## src/rtl/sa_pkg.sv

```systemverilog
// rtl/sa_pkg.sv - shared pixel indices, FSM states and default widths for the psum accumulator
package sa_pkg;

  localparam logic [1:0] PIX_C11 = 2'd0;
  localparam logic [1:0] PIX_C12 = 2'd1;
  localparam logic [1:0] PIX_C21 = 2'd2;
  localparam logic [1:0] PIX_C22 = 2'd3;

  localparam int IN_W      = 8;
  localparam int ACC_W     = 16;
  localparam int OUT_W     = 8;
  localparam int NUM_TERMS = 3;

  typedef enum logic [1:0] {
    IDLE  = 2'd0,
    ACCUM = 2'd1,
    DONE  = 2'd2
  } state_t;

endpackage

```

## src/rtl/sa_acc_lane.sv

```systemverilog
// rtl/sa_acc_lane.sv - one output pixel: wide accumulator, term counter and saturator
module sa_acc_lane #(
  parameter int IN_W      = sa_pkg::IN_W,
  parameter int ACC_W     = sa_pkg::ACC_W,
  parameter int OUT_W     = sa_pkg::OUT_W,
  parameter int NUM_TERMS = sa_pkg::NUM_TERMS
) (
  input  logic             clk,
  input  logic             rst_n,
  input  logic             clr,
  input  logic             en,
  input  logic [IN_W-1:0]  data,
  output logic             full,
  output logic [OUT_W-1:0] sat_out
);

  localparam int CNT_W = $clog2(NUM_TERMS + 1);
  localparam logic [CNT_W-1:0] TERMS   = CNT_W'(NUM_TERMS);
  localparam logic [ACC_W-1:0] SAT_LIM = ACC_W'((1 << OUT_W) - 1);

  logic [ACC_W-1:0] acc_q, acc_d;
  logic [CNT_W-1:0] cnt_q, cnt_d;

  assign full = (cnt_q == TERMS);

  // Anything at or above the all-ones code clamps; below it passes straight through.
  assign sat_out = (acc_q >= SAT_LIM) ? {OUT_W{1'b1}} : acc_q[OUT_W-1:0];

  // Next-state: clear wins, otherwise add one term while the lane still has room.
  always_comb begin
    acc_d = acc_q;
    cnt_d = cnt_q;
    if (clr) begin
      acc_d = '0;
      cnt_d = '0;
    end else if (en && !full) begin
      acc_d = acc_q + ACC_W'(data);
      cnt_d = cnt_q + 1'b1;
    end
  end

  // Accumulator and counter registers.
  always_ff @(posedge clk) begin
    if (!rst_n) begin
      acc_q <= '0;
      cnt_q <= '0;
    end else begin
      acc_q <= acc_d;
      cnt_q <= cnt_d;
    end
  end

endmodule

```

## src/rtl/sa3_psum_accumulator.sv

```systemverilog
// rtl/sa3_psum_accumulator.sv - sums bottom-row partial sums into a saturated 2x2 tile with valid/ready output
module sa3_psum_accumulator #(
  parameter int IN_W      = sa_pkg::IN_W,
  parameter int ACC_W     = sa_pkg::ACC_W,
  parameter int OUT_W     = sa_pkg::OUT_W,
  parameter int NUM_TERMS = sa_pkg::NUM_TERMS
) (
  input  logic             clk,
  input  logic             rst_n,
  input  logic             start,
  input  logic             psum_valid,
  input  logic [1:0]       psum_sel,
  input  logic [IN_W-1:0]  psum_data,
  input  logic             out_ready,
  output logic             out_valid,
  output logic [OUT_W-1:0] c11,
  output logic [OUT_W-1:0] c12,
  output logic [OUT_W-1:0] c21,
  output logic [OUT_W-1:0] c22,
  output logic             busy,
  output logic             overflow_err
);

  import sa_pkg::*;

  state_t           state_q;
  logic             out_valid_q;
  logic             busy_q;
  logic             overflow_q;
  logic [OUT_W-1:0] res_q [4];

  logic [3:0]       full;
  logic [3:0]       lane_en;
  logic [OUT_W-1:0] sat [4];
  logic             clr;
  logic             all_full;

  // A start clears the lanes unless it arrives in DONE while the tile is still unclaimed.
  assign clr      = start && ((state_q != DONE) || out_ready);
  assign all_full = &full;

  for (genvar i = 0; i < 4; i++) begin : g_lane
    // Only accept data in ACCUM, and never on the same cycle as a restart.
    assign lane_en[i] = (state_q == ACCUM) && !start && psum_valid &&
                        (psum_sel == 2'(i)) && !full[i];

    sa_acc_lane #(
      .IN_W     (IN_W),
      .ACC_W    (ACC_W),
      .OUT_W    (OUT_W),
      .NUM_TERMS(NUM_TERMS)
    ) u_lane (
      .clk    (clk),
      .rst_n  (rst_n),
      .clr    (clr),
      .en     (lane_en[i]),
      .data   (psum_data),
      .full   (full[i]),
      .sat_out(sat[i])
    );
  end

  // Tile control FSM; the result tile is captured on the ACCUM -> DONE edge and held until handed off.
  always_ff @(posedge clk) begin
    if (!rst_n) begin
      state_q     <= IDLE;
      out_valid_q <= 1'b0;
      busy_q      <= 1'b0;
      overflow_q  <= 1'b0;
      for (int k = 0; k < 4; k++) res_q[k] <= '0;
    end else begin
      case (state_q)
        IDLE: begin
          if (start) begin
            state_q    <= ACCUM;
            busy_q     <= 1'b1;
            overflow_q <= 1'b0;
          end
        end
        ACCUM: begin
          if (start) begin
            overflow_q <= 1'b0;
          end else begin
            if (psum_valid && full[psum_sel]) overflow_q <= 1'b1;
            if (all_full) begin
              state_q     <= DONE;
              busy_q      <= 1'b0;
              out_valid_q <= 1'b1;
              for (int k = 0; k < 4; k++) res_q[k] <= sat[k];
            end
          end
        end
        DONE: begin
          if (out_ready) begin
            out_valid_q <= 1'b0;
            if (start) begin
              state_q    <= ACCUM;
              busy_q     <= 1'b1;
              overflow_q <= 1'b0;
            end else begin
              state_q <= IDLE;
            end
          end
        end
        default: state_q <= IDLE;
      endcase
    end
  end

  assign out_valid    = out_valid_q;
  assign busy         = busy_q;
  assign overflow_err = overflow_q;
  assign c11          = res_q[PIX_C11];
  assign c12          = res_q[PIX_C12];
  assign c21          = res_q[PIX_C21];
  assign c22          = res_q[PIX_C22];

endmodule

```

## config.mk

```make
export PLATFORM = sky130hd
export DESIGN_NAME = sa3_psum_accumulator
export DESIGN_NICKNAME = d
export VERILOG_FILES = /design/src/rtl/sa_pkg.sv /design/src/rtl/sa_acc_lane.sv /design/src/rtl/sa3_psum_accumulator.sv
export SDC_FILE = /design/constraint.sdc
export NUM_CORES = 1
export LEC_CHECK = 0
export BUFFER_PORTS_ARGS = -buffer_cell sky130_fd_sc_hd__clkbuf_2
export CAP_MARGIN = 10
export CORE_MARGIN = 10
export CORE_UTILIZATION = 60
export CTS_BUF_LIST = sky130_fd_sc_hd__clkbuf_16
export CTS_CLUSTER_DIAMETER = 50
export DETAILED_ROUTE_END_ITERATION = 8
export PLACE_DENSITY = 0.85
export SKIP_LAST_GASP = 1
export SYNTH_ARGS = -nofsm -noshare
export SYNTH_HDL_FRONTEND = slang
export SYNTH_HIERARCHICAL = 1
export SYNTH_SLANG_ARGS = --single-unit
```

## constraint.sdc

```tcl
create_clock -name clk -period 7.2 [get_ports clk]
set_input_delay 0.36 -clock clk [delete_from_list [all_inputs] [get_ports clk]]
set_output_delay 0.36 -clock clk [all_outputs]
set_load 0.1 [all_outputs]
```

After elaboration in Yosys (flattened, before gate mapping)
Memories as Yosys holds them, arrays and structs flattened.
Cells that the tools add are included.
Word-level totals
  bits in writable memories: 32
  register bits: 77
  word-level logic and storage cells: 114
  memories kept: 1
Memory list
  res_q: depth 4, bits a word 8, rd ports 4, clocked after Yosys merged registers in 0, wr ports 4, line sa3_psum_accumulator.sv:30  | logic [OUT_W-1:0] res_q [4];
Cells by class
  order comparisons: 5
  add/subtract/negate cells: 8
  equality and inequality tests: 15
  muxes and demuxes: 36
  bitwise gates (word level): 5
  reduce and logical (&&, ||, !) cells: 32
Operator list (count)
  adder 16 x 8 -> 16 bit: 4
  >= comparator 16 x 8 -> 1 bit, second input constant: 4
  two-way mux 8 bit: 8
  two-way mux 1 bit: 19
  logical AND 1 bit: 16
  AND reduction 4 bit: 4
  equality test 2 bit, second input constant: 7
  inequality test 2 bit, second input constant: 5
  adder 2 x 1 -> 2 bit, second input constant: 4
  two-way mux 2 bit: 4
  case mux 1 bit (3 select lines): 2
  case mux 2 bit (3 select lines): 1
  logical NOT 1 bit: 5
  equality test 2 x 1 -> 1 bit, second input constant: 2
  logical NOT 2 bit: 2
  bitwise OR 1 bit: 4
  less-than comparator 2 x 3 -> 1 bit, second input constant: 1
  inequality test 3 x 2 -> 1 bit, second input constant: 1
  AND reduction 3 bit: 1
  nonzero test 3 bit: 1
  binary-select mux 1 bit (select 2 bit): 1
  case mux 1 bit (2 select lines): 1
  nonzero test 2 bit: 1
  OR reduction 2 bit: 1
  other kinds (2): 2

Depth between registers and ports, before layout
Gate-level depths: netlist of run 1.
  word-level depth: 8
  depth in mapped cells: 8
  mapped depth without buffers: 8

By module
The synthesis of run 1 kept the hierarchy.
Modules (own cells, without submodules)
  sa_acc_lane (g_lane[0].u_lane ...): seq. area each 360.3 µm², cells an instance 136, area each 1109.8 µm², times used 3
  sa3_psum_accumulator: seq. area each 1061.0 µm², cells an instance 102, area each 1486.4 µm², times used 1
  sa_acc_lane (g_lane[1].u_lane): seq. area each 360.3 µm², cells an instance 136, area each 1111.1 µm², times used 1

Worst setup path after synthesis of run 1
OpenSTA, ideal clock, no wires.
  kind: reg2reg
  start point: reg state_q[0]
  end point: mem res_q[0][0], enable pin
  setup slack: 3.574 ns
  arrival time: 3.158 ns
  cell stages (with the launch flop): 3
  path buffers: 0
  clock period less this slack: 3.626 ns
  cells stage by stage: dfxtp_1 or3b_4 o21ai_0
RTL lines
  start: declaration: line sa3_psum_accumulator.sv:26  | state_t state_q;
  start signal: assignment: line sa3_psum_accumulator.sv:66  | state_q <= IDLE;
  start signal: assignment: line sa3_psum_accumulator.sv:75  | state_q <= ACCUM;
  start signal: assignment: line sa3_psum_accumulator.sv:86  | state_q <= DONE;
  end: declaration: line sa3_psum_accumulator.sv:30

Worst setup path after layout of run 1
  start point: reg state_q[1]
  end point: reg g_lane[0].u_lane.acc_q[9]
Between the ends
  longest elaborated chain between the ends: 6
  elaborated cells between the ends (all ways): 10
  those cells by class: eq/ne: 2; reduce/logical: 8
Ends and longest elaborated chain
  equality test 2 x 1 -> 1 bit: line sa3_psum_accumulator.sv:44  | assign lane_en[i] = (state_q == ACCUM) && !start && psum_valid &&
  logical AND 1 bit (3 in series): line sa3_psum_accumulator.sv:44
  logical AND 1 bit: line sa3_psum_accumulator.sv:45  | (psum_sel == 2'(i)) && !full[i];
  named net lane_en[0]: line sa3_psum_accumulator.sv:33  | logic [3:0] lane_en;
  logical AND 1 bit: line sa_acc_lane.sv:36  | end else if (en && !full) begin
  end signal: assignment: line sa_acc_lane.sv:45  | acc_q <= '0;
  end signal: assignment: line sa_acc_lane.sv:48  | acc_q <= acc_d;
  end: declaration: line sa_acc_lane.sv:21  | logic [ACC_W-1:0] acc_q, acc_d;
The timed path passes the listed nets, and every way through them passes these cells.
A chain may end at the register's enable or synchronous reset.

==> results of run 1 <==
[power by group]
part / total, W / leakage (nW) / internal [W] / switching [W]
clock: 0.000502 / 0.148 / 0.000272 / 0.000230
combinational: 0.000149 / 1.48 / 0.0000273 / 0.000121
sequential: 0.000646 / 0.924 / 0.000641 / 0.00000463
total: 0.00130 / 2.56 / 0.000940 / 0.000356
[registers in the layout, indices dropped and copies added (netlist names)]
name                 count
overflow_err             1
res_q                   32
out_valid                1
g_lane.u_lane/cnt_q      8
state_q                  2
g_lane.u_lane/acc_q     64
busy                     1
[worst paths after layout]
kind / to / slack, ns / cells past startpoint
worst max-delay path: g_lane[0].u_lane/acc_q[9]$_SDFFE_PP0P_ / 4.47 / 7
worst min register to register: g_lane[2].u_lane/cnt_q[1]$_SDFFE_PP0P_ / 0.46 / 2
worst min-delay path: overflow_err$_SDFFE_PN0P_ / 0.32 / 2
worst max register to register: g_lane[0].u_lane/acc_q[9]$_SDFFE_PP0P_ / 4.47 / 7
[worst max-delay path: stages, from the launching register on]
cell and delay (ns):
dfxtp_1 0.37, nor4bb_1 0.41, nand2b_1 0.13, nor3_1 0.35, nor2b_1 0.77, o311ai_0 0.31, xor2_1 0.20, nor2_1 0.05
[cell usage in the layout, fill, tap and decap left out, types with 5 or more instances in the layout]
master / count
nand3_1: 12
nor2b_1: 5
o21a_1: 5
nand2_1: 59
xnor2_1: 12
or2_2: 32
a31oi_1: 9
xor2_1: 20
a21oi_1: 77
nand4_1: 9
nand2b_1: 11
nor2_1: 43
clkbuf_16: 9
nand4b_1: 8
edfxtp_1: 32
o31ai_1: 12
a22o_1: 8
a211oi_1: 9
nor4_1: 8
o211ai_1: 8
clkbuf_2: 49
inv_1: 15
o21ai_0: 20
or3_1: 16
dfxtp_1: 77
and2_1: 32
nor3_1: 10
ha_1: 36
[per-stage QoR]
| step | cells | worst slack (ns) | area [µm²] |
|---|---|---|---|
| 2_1_floorplan | 646 | 3.57 | 5930 |
| 3_3_place_gp | 809 | 4.42 | 6270 |
| 3_5_place_dp | 809 | 4.39 | 6270 |
| 4_1_cts | 825 | 4.51 | 6570 |
| 5_1_grt | 825 | 4.21 | 6570 |
| 6_report | 825 | 4.47 | 6570 |
[layer usage]
layer | part of all wire, % | GRT usage (%) | vias to the layer above
met5 | 0 | 0 | -
met4 | 2.8 | 8.37 | 0
met3 | 6.6 | 3.54 | 29
met2 | 48 | 31.6 | 168
met1 | 43 | 23.5 | 2340
li1 | - | - | 2440
[logic make-up after synthesis]
group / synth area share (%)
buffers and inverters: 2.22
and+or+nand+nor: 23.9
DFF: 42.2
adders and majority gates: 8.95
AOI/OAI and AO/OA: 17.6
xor gates and xnor gates: 4.73
muxes: 0.380
[layout make-up]
class,count,share of cell area [%]
clock inverters,7,1.12
multi-input cells,503,50.3
repair buffers,49,3.73
inverters,15,0.856
flip-flops and latches,109,38.1
well taps,133,2.53
clock buffers,9,3.43
==> impl_metrics.sql, run 1 <==
INSERT INTO impl_metrics (metric_group, metric, value, unit) VALUES
('sta', 'final-setup-viol-count', '0', ''),
('final_layout', 'fin_nets', '742', ''),
('synth', 'synthFlopType', 'dfxtp_1', ''),
('global_routing', 'grt_pass1_wl', '22.6', 'mm'),
('clocking', 'clock_tree_from_tritoncts', 'built', ''),
('synth', 'synthTopCellsByArea', 'dfxtp_1 26%, edfxtp_1 16%, ha_1 7.6%, a21oi_1 6.5%, nand2_1 3.7%', ''),
('sta', 'finalHoldWorstSlack', '0.316', 'ns'),
('final_layout', 'insertedDiodeCount', '0', ''),
('sta', 'rsz0062_at_grt', 'false', ''),
('detailed_routing', 'drc', '0', ''),
('final_layout', 'final_layout_size_suffix_gt1_share', '15.9', '%'),
('synth', 'synth_async_sr_flop_share', '0', '%'),
('floorplan', 'rows', '36', ''),
('synth', 'synth_edf_count', '32', ''),
('detailed_routing', 'viasPerCell', '6.03', ''),
('place', 'placement.io_buffers', '49', ''),
('synth', 'synth_top_cell_by_area', 'dfxtp_1', ''),
('sta', 'fmaxAchievable', '367', 'MHz'),
('worst_setup_path', 'end_kind', 'flip-flop', ''),
('clocking', 'cts-buffers-inserted', '9', ''),
('sta', 'finalWorstPathRequiredPeriod', '2.73', 'ns'),
('clocking', 'hold_buffers_post_cts', '0', ''),
('detailed_routing', 'drt_iter0_markers', '348', ''),
('global_routing', 'grt.total_usage', '19.0', '%'),
('floorplan', 'floorplan.initialDensity', '61.2', '%'),
('sta', 'hold_violations', '0', ''),
('clocking', 'clock_tree.htree_level_count', '3', ''),
('synth', 'register_area_share_after_synthesis', '42.2', '%'),
('worst_setup_path', 'path_class', 'reg -> reg', ''),
('clocking', 'cts_num_sinks', '109', ''),
('global_routing', 'globalRoute.totalOverflow', '0', ''),
('floorplan', 'floorplan.die_area', '14300', 'µm²'),
('final_layout', 'layout.filler_cells', '746', ''),
('place', 'gp_congestion', '0.916', ''),
('pwr', 'leakagePower', '2.56', 'nW'),
('pwr', 'power.ir.vdd_worst', '104', 'µV'),
('sta', 'layout_worst_path_cycle_share', '37.9', '%'),
('worst_setup_path', 'required', '7.41', 'ns'),
('global_routing', 'antenna_found_initial', '0', ''),
('place', 'post-dp-hpwl', '9.85', 'mm'),
('worst_setup_path', 'critical_r2r_launch', 'state_q[1]$_SDFFE_PN0P_', ''),
('floorplan', 'fp.dieH', '119', 'µm'),
('sta', 'timing.max_slew.rel_slack', '27.4', '%'),
('pwr', 'power_density', '197', 'nW/µm²'),
('clocking', 'cts.path.max_buffers', '2', ''),
('synth', 'synth_top_area_share', '26.0', '%'),
('synth', 'yosysUniqueCellTypes', '46', ''),
('sta', 'slew_viol_final', '0', ''),
('synth', 'synthTopCellsByCount', '77 x a21oi_1, 77 x dfxtp_1, 59 x nand2_1', ''),
('worst_setup_path', 'critical_path_arrival', '2.93', 'ns'),
('worst_hold_path', 'worst_hold_path_type', 'in -> reg', ''),
('clocking', 'post_cts.repair.setup_buffers', '0', ''),
('final_layout', 'area_delta_synth_final', '10.9', '%'),
('detailed_routing', 'detailed_route_wl', '13.7', 'mm'),
('sta', 'totalNegativeSetupSlack', '0', 'ns'),
('detailed_routing', 'drt_pre_antenna_iters', '5', ''),
('run_status', 'status', 'complete, no violations', ''),
('synth', 'yosysWarningCount', '6', ''),
('pwr', 'post-layout-total-power', '0.00130', 'W'),
('synth', 'netlist_instances', '646', ''),
('floorplan', 'floorplan.io_pins', '50', ''),
('clocking', 'clk-insertion-delay-late', '0.35', 'ns'),
('final_layout', 'ff_latch_area', '2500', 'µm²'),
('synth', 'synth_area', '5930', 'µm²'),
('synth', 'syn-mean-instance-area', '9.17', 'µm²'),
('detailed_routing', 'routed_wire_length_per_instance', '16.6', 'µm'),
('worst_hold_path', 'hold_path.startpoint', 'start', ''),
('clocking', 'root_buffer', 'clkbuf_16', ''),
('clocking', 'clkSlewWorstSetupHoldPaths', '0.07', 'ns'),
('detailed_routing', 'vias', '4977', ''),
('global_routing', 'grt_start_max_net_pins', '34', '');
Power figures use the tool's default switching activity.
==> inputs of run 2 (changes only) <==
--- a/config.mk
+++ b/config.mk
@@ -8,11 +8,11 @@
 export BUFFER_PORTS_ARGS = -buffer_cell sky130_fd_sc_hd__clkbuf_2
 export CAP_MARGIN = 10
 export CORE_MARGIN = 10
-export CORE_UTILIZATION = 60
+export CORE_UTILIZATION = 54
 export CTS_BUF_LIST = sky130_fd_sc_hd__clkbuf_16
 export CTS_CLUSTER_DIAMETER = 50
 export DETAILED_ROUTE_END_ITERATION = 8
-export PLACE_DENSITY = 0.85
+export PLACE_DENSITY = 0.81
 export SKIP_LAST_GASP = 1
 export SYNTH_ARGS = -nofsm -noshare
 export SYNTH_HDL_FRONTEND = slang
==> constraint.sdc (replaced) <==
create_clock -name clk -period 2.4 [get_ports clk]
set_input_delay 0.12 -clock clk [delete_from_list [all_inputs] [get_ports clk]]
set_output_delay 0.12 -clock clk [all_outputs]
set_load 0.1 [all_outputs]
==> impl_metrics.sql, run 2 (synthesized netlist as in run 1, its figures left out) <==
INSERT INTO impl_metrics (metric_group, metric, value, unit) VALUES
('worst_setup_path', 'rr_worst_depth', '9', ''),
('final_layout', 'layout_top_registers', 'g_lane.u_lane/acc_q x64, res_q x32, g_lane.u_lane/cnt_q x8', ''),
('worst_setup_path', 'worst_setup_sp', 'state_q[1]$_SDFFE_PN0P_', ''),
('floorplan', 'floorplan.initialDensity', '54.9', '%'),
('final_layout', 'final_layout_size_suffix_gt1_share', '20.4', '%'),
('global_routing', 'grt_start_max_net_pins', '34', ''),
('worst_setup_path', 'cp.buffers_inverters', '1', ''),
('global_routing', 'grt_pass1_wl', '23.7', 'mm'),
('final_layout', 'layout.cells.most_common_list', '76 x dfxtp_1, 75 x a21oi_1, 59 x nand2_1, 49 x clkbuf_2, 43 x nor2_1', ''),
('detailed_routing', 'final_antenna_net_count', '0', ''),
('detailed_routing', 'drc', '0', ''),
('worst_setup_path', 'crit_fanout', '3', ''),
('worst_setup_path', 'critical_path.startpoint_type', 'flip-flop', ''),
('detailed_routing', 'drt_iter0_markers', '341', ''),
('clocking', 'clk-insertion-delay-late', '0.35', 'ns'),
('sta', 'setup_ws', '0.0485', 'ns'),
('pwr', 'power.ir.vdd_worst', '408', 'µV'),
('sta', 'slew_viol_final', '0', ''),
('worst_setup_path', 'rr_endpoint', 'g_lane[2].u_lane/acc_q[15]$_SDFFE_PP0P_', ''),
('clocking', 'clkSlewWorstSetupHoldPaths', '0.07', 'ns'),
('worst_setup_path', 'worstSetupEndpoint', 'g_lane[2].u_lane/acc_q[15]$_SDFFE_PP0P_', ''),
('global_routing', 'globalRoute.totalOverflow', '0', ''),
('floorplan', 'rows', '38', ''),
('sta', 'hold_violations', '0', ''),
('sta', 'rsz0062_at_grt', 'true', ''),
('pwr', 'leakagePower', '2.70', 'nW'),
('sta', 'layout_worst_path_cycle_share', '98.0', '%'),
('clocking', 'cts_num_sinks', '109', ''),
('floorplan', 'floorplan.io_pins', '50', ''),
('final_layout', 'largest_register_ffs', '64', ''),
('final_layout', 'layout.cells.most_common', 'dfxtp_1', ''),
('worst_hold_path', 'worst_hold_path_type', 'in -> reg', ''),
('floorplan', 'fp.dieH', '125', 'µm'),
('pwr', 'power_density', '553', 'nW/µm²'),
('global_routing', 'via_count_of_the_first_global_routing_pass', '4897', ''),
('worst_setup_path', 'critical_path_arrival', '2.63', 'ns'),
('place', 'post-dp-hpwl', '10.7', 'mm'),
('clocking', 'clock_tree.htree_level_count', '3', ''),
('worst_setup_path', 'required', '2.68', 'ns'),
('place', 'placement.io_buffers', '49', ''),
('final_layout', 'area_delta_synth_final', '15.2', '%'),
('worst_setup_path', 'critPathTopFamily', 'simple AND/OR/NAND/NOR gates', ''),
('clocking', 'root_buffer', 'clkbuf_16', ''),
('place', 'post-place-ws', '-0.0173', 'ns'),
('clocking', 'clock_tree_from_tritoncts', 'built', ''),
('run_status', 'status', 'complete, no violations', ''),
('final_layout', 'layout.filler_cells', '878', ''),
('global_routing', 'antenna_found_initial', '0', ''),
('worst_setup_path', 'end_kind', 'flip-flop', ''),
('sta', 'timing.clock.skew', '0.00860', 'ns'),
('clocking', 'cts-buffers-inserted', '9', ''),
('worst_setup_path', 'critical_r2r_launch', 'state_q[1]$_SDFFE_PN0P_', ''),
('final_layout', 'insertedDiodeCount', '0', ''),
('worst_setup_path', 'cp.depth', '9', ''),
('worst_setup_path', 'crit_path_max_incr_delay', '0.50', 'ns'),
('detailed_routing', 'viasPerCell', '5.95', ''),
('sta', 'worstMarginPinSlew', '0.631', 'ns'),
('pwr', 'post-layout-total-power', '0.00377', 'W'),
('sta', 'timing.max_slew.rel_slack', '57.7', '%'),
('sta', 'final-setup-viol-count', '0', ''),
('job', 'maxCapViolations', '0', ''),
('final_layout', 'registers.top_by_ff_count', 'g_lane.u_lane/acc_q', ''),
('sta', 'fmaxAchievable', '425', 'MHz'),
('detailed_routing', 'vias', '5119', ''),
('worst_setup_path', 'critical-path-slowest-cell', 'or4_4', ''),
('worst_setup_path', 'path_cells', 'nor4bb_4 -> nand2b_1 -> nor3b_2 -> buf_4 -> nand4b_1 -> nor3_2 -> nand2_1 -> or4_4 -> a21oi_2', ''),
('sta', 'finalWorstPathRequiredPeriod', '2.35', 'ns'),
('final_layout', 'layout.core_utilization', '63.3', '%'),
('worst_hold_path', 'hold_path_depth', '2', ''),
('floorplan', 'die_width', '125', 'µm'),
('detailed_routing', 'detailed_route_wl', '14.6', 'mm'),
('floorplan', 'core-area', '10800', 'µm²'),
('global_routing', 'grt.total_usage', '18.1', '%'),
('floorplan', 'floorplan.die_area', '15600', 'µm²'),
('final_layout', 'fin_nets', '770', ''),
('clocking', 'cts.path.max_buffers', '2', ''),
('place', 'gp_congestion', '0.903', ''),
('detailed_routing', 'drt_pre_antenna_iters', '5', ''),
('detailed_routing', 'routed_wire_length_per_instance', '17.0', 'µm'),
('worst_setup_path', 'path_class', 'reg -> reg', ''),
('worst_setup_path', 'ff2ff_setup_slack', '0.05', 'ns');
[run 2: through the flow]
step | hold slack (ns) | instances | cell area, µm² | setup TNS (ns)
global route | 0.125 | 860 | 6830 | -0.237
global placement | 0.445 | 840 | 6470 | 0
CTS | 0.121 | 856 | 6750 | 0
floorplan | 0.219 | 646 | 5930 | 0
finish | 0.128 | 860 | 6830 | 0
detailed placement | 0.462 | 840 | 6470 | -0.0173
[run 2: final cells by class]
| type | count | area [µm²] | share of cell area (%) |
|---|---|---|---|
| Sequential cell | 109 | 2500 | 36.7 |
| Tap cell | 140 | 175 | 2.57 |
| Inverter | 15 | 56.3 | 0.825 |
| Clock buffer | 9 | 225 | 3.30 |
| Multi-Input combinational cell | 503 | 3350 | 49.1 |
| Clock inverter | 7 | 45.0 | 0.660 |
| Timing Repair Buffer | 77 | 468 | 6.85 |
[run 2: timing repair]
| item | 4_1_cts | 5_1_grt |
|---|---|---|
| gates resized for setup | 1 | 11 |
| pin swaps | 1 | 9 |
| endpoints found under the setup margin | 1 | 9 |
| hold buffers | 0 | 0 |
| buffers inserted | 0 | 4 |
[run 2: power breakdown]
group	leakage (nW)	switching, W	internal (W)
clock	0.136	0.000665	0.000699
combinational	1.64	0.000374	0.0000976
sequential	0.925	0.0000141	0.00192
[run 2: worst min-delay path by stage]
| stage | startpoint | end | slack [ns] |
|---|---|---|---|
| 2_1_floorplan | start | overflow_err$_SDFFE_PN0P_ | 0.22 |
| 3_3_place_gp | g_lane[1].u_lane/cnt_q[1]$_SDFFE_PP0P_ | g_lane[1].u_lane/cnt_q[1]$_SDFFE_PP0P_ | 0.45 |
| 3_5_place_dp | g_lane[3].u_lane/cnt_q[1]$_SDFFE_PP0P_ | g_lane[3].u_lane/cnt_q[1]$_SDFFE_PP0P_ | 0.46 |
| 4_1_cts | rst_n | state_q[1]$_SDFFE_PN0P_ | 0.12 |
| 5_1_grt | out_ready | state_q[0]$_SDFFE_PN0P_ | 0.12 |
| 6_report | rst_n | state_q[1]$_SDFFE_PN0P_ | 0.13 |
[run 2: metal layers]
layer / part of all wire [%] / vias to the layer above / GRT usage (%)
met1: 42 / 2462 / 21.7
li1: - / 2495 / -
met3: 5.6 / 20 / 3.79
met2: 50 / 142 / 31.6
met5: 0 / - / 0
met4: 1.9 / 0 / 5.55
==> inputs of run 3 (changes only) <==
--- a/config.mk
+++ b/config.mk
@@ -10,9 +10,8 @@
 export CORE_MARGIN = 10
 export CORE_UTILIZATION = 54
 export CTS_BUF_LIST = sky130_fd_sc_hd__clkbuf_16
-export CTS_CLUSTER_DIAMETER = 50
 export DETAILED_ROUTE_END_ITERATION = 8
-export PLACE_DENSITY = 0.81
+export PLACE_DENSITY = 0.76
 export SKIP_LAST_GASP = 1
 export SYNTH_ARGS = -nofsm -noshare
 export SYNTH_HDL_FRONTEND = slang
==> impl_metrics.sql, run 3 (synthesized netlist as in run 1, its figures left out) <==
INSERT INTO impl_metrics (metric_group, metric, value, unit) VALUES
('job', 'maxCapViolations', '0', ''),
('final_layout', 'final_layout_size_suffix_gt1_share', '20.5', '%'),
('detailed_routing', 'drt_pre_antenna_iters', '5', ''),
('global_routing', 'grt_pass1_wl', '23.9', 'mm'),
('final_layout', 'layout.cells.most_common_list', '76 x a21oi_1, 76 x dfxtp_1, 58 x nand2_1, 49 x clkbuf_2, 43 x nor2_1', ''),
('worst_hold_path', 'worst_hold_path_type', 'in -> reg', ''),
('clocking', 'clock_tree_from_tritoncts', 'built', ''),
('global_routing', 'globalRoute.totalOverflow', '0', ''),
('sta', 'hold_violations', '0', ''),
('global_routing', 'grt.total_usage', '18.4', '%'),
('clocking', 'clk-insertion-delay-late', '0.35', 'ns'),
('detailed_routing', 'drc', '0', ''),
('detailed_routing', 'final_antenna_net_count', '0', ''),
('pwr', 'power_switching', '0.00105', 'W'),
('final_layout', 'insertedDiodeCount', '0', ''),
('pwr', 'combinational_share_of_power', '12.3', '%'),
('floorplan', 'die_width', '125', 'µm'),
('global_routing', 'grtUsageMet3', '4.30', '%'),
('sta', 'timing.clock.skew', '0.00643', 'ns'),
('place', 'dp_cells', '840', ''),
('final_layout', 'area_delta_synth_final', '15.5', '%'),
('global_routing', 'gr_met2_demand_resource', '30.3', '%'),
('floorplan', 'floorplan.initialDensity', '54.9', '%'),
('floorplan', 'rows', '38', ''),
('clocking', 'cts.path.max_buffers', '2', ''),
('pwr', 'clock_power_share', '37.1', '%'),
('worst_setup_path', 'critical_path.startpoint_type', 'flip-flop', ''),
('sta', 'slew_viol_final', '0', ''),
('sta', 'fmaxAchievable', '425', 'MHz'),
('worst_setup_path', 'path_class', 'reg -> reg', ''),
('final_layout', 'largest_register_ffs', '64', ''),
('place', 'placement.io_buffers', '49', ''),
('pwr', 'internal_power', '0.00278', 'W'),
('clocking', 'cts-buffers-inserted', '9', ''),
('pwr', 'leakagePower', '2.72', 'nW'),
('final_layout', 'fin_nets', '773', ''),
('sta', 'timing.max_slew.rel_slack', '63.3', '%'),
('worst_setup_path', 'end_kind', 'flip-flop', ''),
('pwr', 'post-layout-total-power', '0.00383', 'W'),
('detailed_routing', 'detailed_route_wl', '14.6', 'mm'),
('pwr', 'power_density', '559', 'nW/µm²'),
('final_layout', 'final_cells', '863', ''),
('detailed_routing', 'viasPerCell', '5.90', ''),
('detailed_routing', 'vias', '5096', ''),
('final_layout', 'layout_top_registers', 'g_lane.u_lane/acc_q x64, res_q x32, g_lane.u_lane/cnt_q x8', ''),
('clocking', 'clock_tree.htree_level_count', '3', ''),
('global_routing', 'use_met1', '22.1', '%'),
('clocking', 'cts_num_sinks', '109', ''),
('floorplan', 'fp.dieH', '125', 'µm'),
('floorplan', 'floorplan.die_area', '15600', 'µm²'),
('global_routing', 'grt_start_max_net_pins', '33', ''),
('detailed_routing', 'routed_wire_length_per_instance', '16.9', 'µm'),
('global_routing', 'antenna_found_initial', '0', ''),
('global_routing', 'grt_busiest_layer', 'met2', ''),
('floorplan', 'floorplan.io_pins', '50', ''),
('pwr', 'power.ir.vdd_worst', '342', 'µV'),
('pwr', 'power_switching_share', '27.5', '%'),
('sta', 'final-setup-viol-count', '0', ''),
('sta', 'worstMarginPinSlew', '0.553', 'ns'),
('global_routing', 'via_count_of_the_first_global_routing_pass', '4878', ''),
('place', 'gp_congestion', '0.950', ''),
('final_layout', 'registers.top_by_ff_count', 'g_lane.u_lane/acc_q', ''),
('clocking', 'root_buffer', 'clkbuf_16', ''),
('detailed_routing', 'drt_iter0_markers', '437', ''),
('pwr', 'seq_power_share', '50.6', '%'),
('place', 'post-dp-hpwl', '10.5', 'mm'),
('run_status', 'status', 'complete, no violations', ''),
('sta', 'rsz0062_at_grt', 'true', ''),
('worst_setup_path', 'critical_path_arrival', '2.64', 'ns'),
('sta', 'layout_worst_path_cycle_share', '98.0', '%'),
('clocking', 'clkSlewWorstSetupHoldPaths', '0.07', 'ns'),
('sta', 'finalWorstPathRequiredPeriod', '2.35', 'ns'),
('floorplan', 'core-area', '10800', 'µm²'),
('worst_setup_path', 'required', '2.69', 'ns'),
('worst_setup_path', 'crit_fanout', '4', '');
## run 3: changes by cell type in the layout (fill, tap and decap cells not counted), sizes merged
| cell | delta |
|---|---|
| clkinv | -3 |
| inv | +3 |
| clkbuf | +1 |
| clkinvlp | -1 |
| buf | +3 |
## run 3: what timing repair did
| action | 4_1_cts | 5_1_grt |
|---|---|---|
| setup buffers | 0 | 7 |
| endpoints found under the setup margin | 5 | 11 |
| gates resized for setup | 3 | 7 |
| hold buffers | 0 | 0 |
| pin swaps | 0 | 9 |
## run 3: per-stage QoR
stage               util (%)  hold slack [ns]  setup WS (ns)  instance area [µm²]  TNS (ns)
floorplan                  -            0.219          0.229                 5930         0
global placement        59.9            0.400         0.0893                 6470         0
detailed placement      59.9            0.425        -0.0549                 6470   -0.0831
CTS                     62.7           0.0647         0.0236                 6760         0
global route            63.4            0.110        -0.0675                 6850   -0.0857
finish                  63.4            0.104         0.0480                 6850         0
## run 3: area by class of cell
cell class / instances / area (µm²)
clock inverters: 6 / 28.8
multi-input cells: 503 / 3340
fillers: 867 / 3950
flip-flops and latches: 109 / 2500
inverters: 15 / 56.3
well taps: 140 / 175
clock buffers: 10 / 250
repair buffers: 80 / 490
## run 3: critical path: stages, from the launching register on
cell	delay, ns
dfxtp_2	0.34
nor4bb_4	0.31
nand2b_1	0.15
nor3_2	0.27
nand4b_1	0.24
nor3_2	0.24
nand2_2	0.11
or4_4	0.50
a21oi_2	0.14
## run 3: final timing paths
check                                         start                                       to  slack, ns  depth (start not counted)
max reg2reg                 state_q[1]$_SDFFE_PN0P_  g_lane[0].u_lane/acc_q[15]$_SDFFE_PP0P_       0.05                          8
min reg2reg  g_lane[2].u_lane/cnt_q[1]$_SDFFE_PP0P_   g_lane[2].u_lane/cnt_q[1]$_SDFFE_PP0P_       0.46                          2
min                                           start                overflow_err$_SDFFE_PN0P_       0.10                          2
max                         state_q[1]$_SDFFE_PN0P_  g_lane[0].u_lane/acc_q[15]$_SDFFE_PP0P_       0.05                          8
## run 3: power groups by stage
stage	Sequential (W)	Combinational [W]	Clock, W
6_report	0.00194	0.000470	0.00142
5_1_grt	0.00194	0.000492	0.00152
4_1_cts	0.00194	0.000466	0.00144
3_5_place_dp	0.00198	0.000464	0
3_3_place_gp	0.00198	0.000456	0
2_1_floorplan	0.00220	0.000131	0
## run 3: layer usage
| metal | share of wire, % | up-vias | routed length (µm) |
|---|---|---|---|
| li1 | - | 2511 | - |
| met1 | 43 | 2403 | 6240 |
| met2 | 48 | 146 | 6930 |
| met3 | 6.4 | 36 | 937 |
| met4 | 3.1 | 0 | 448 |
| met5 | 0 | - | 0 |
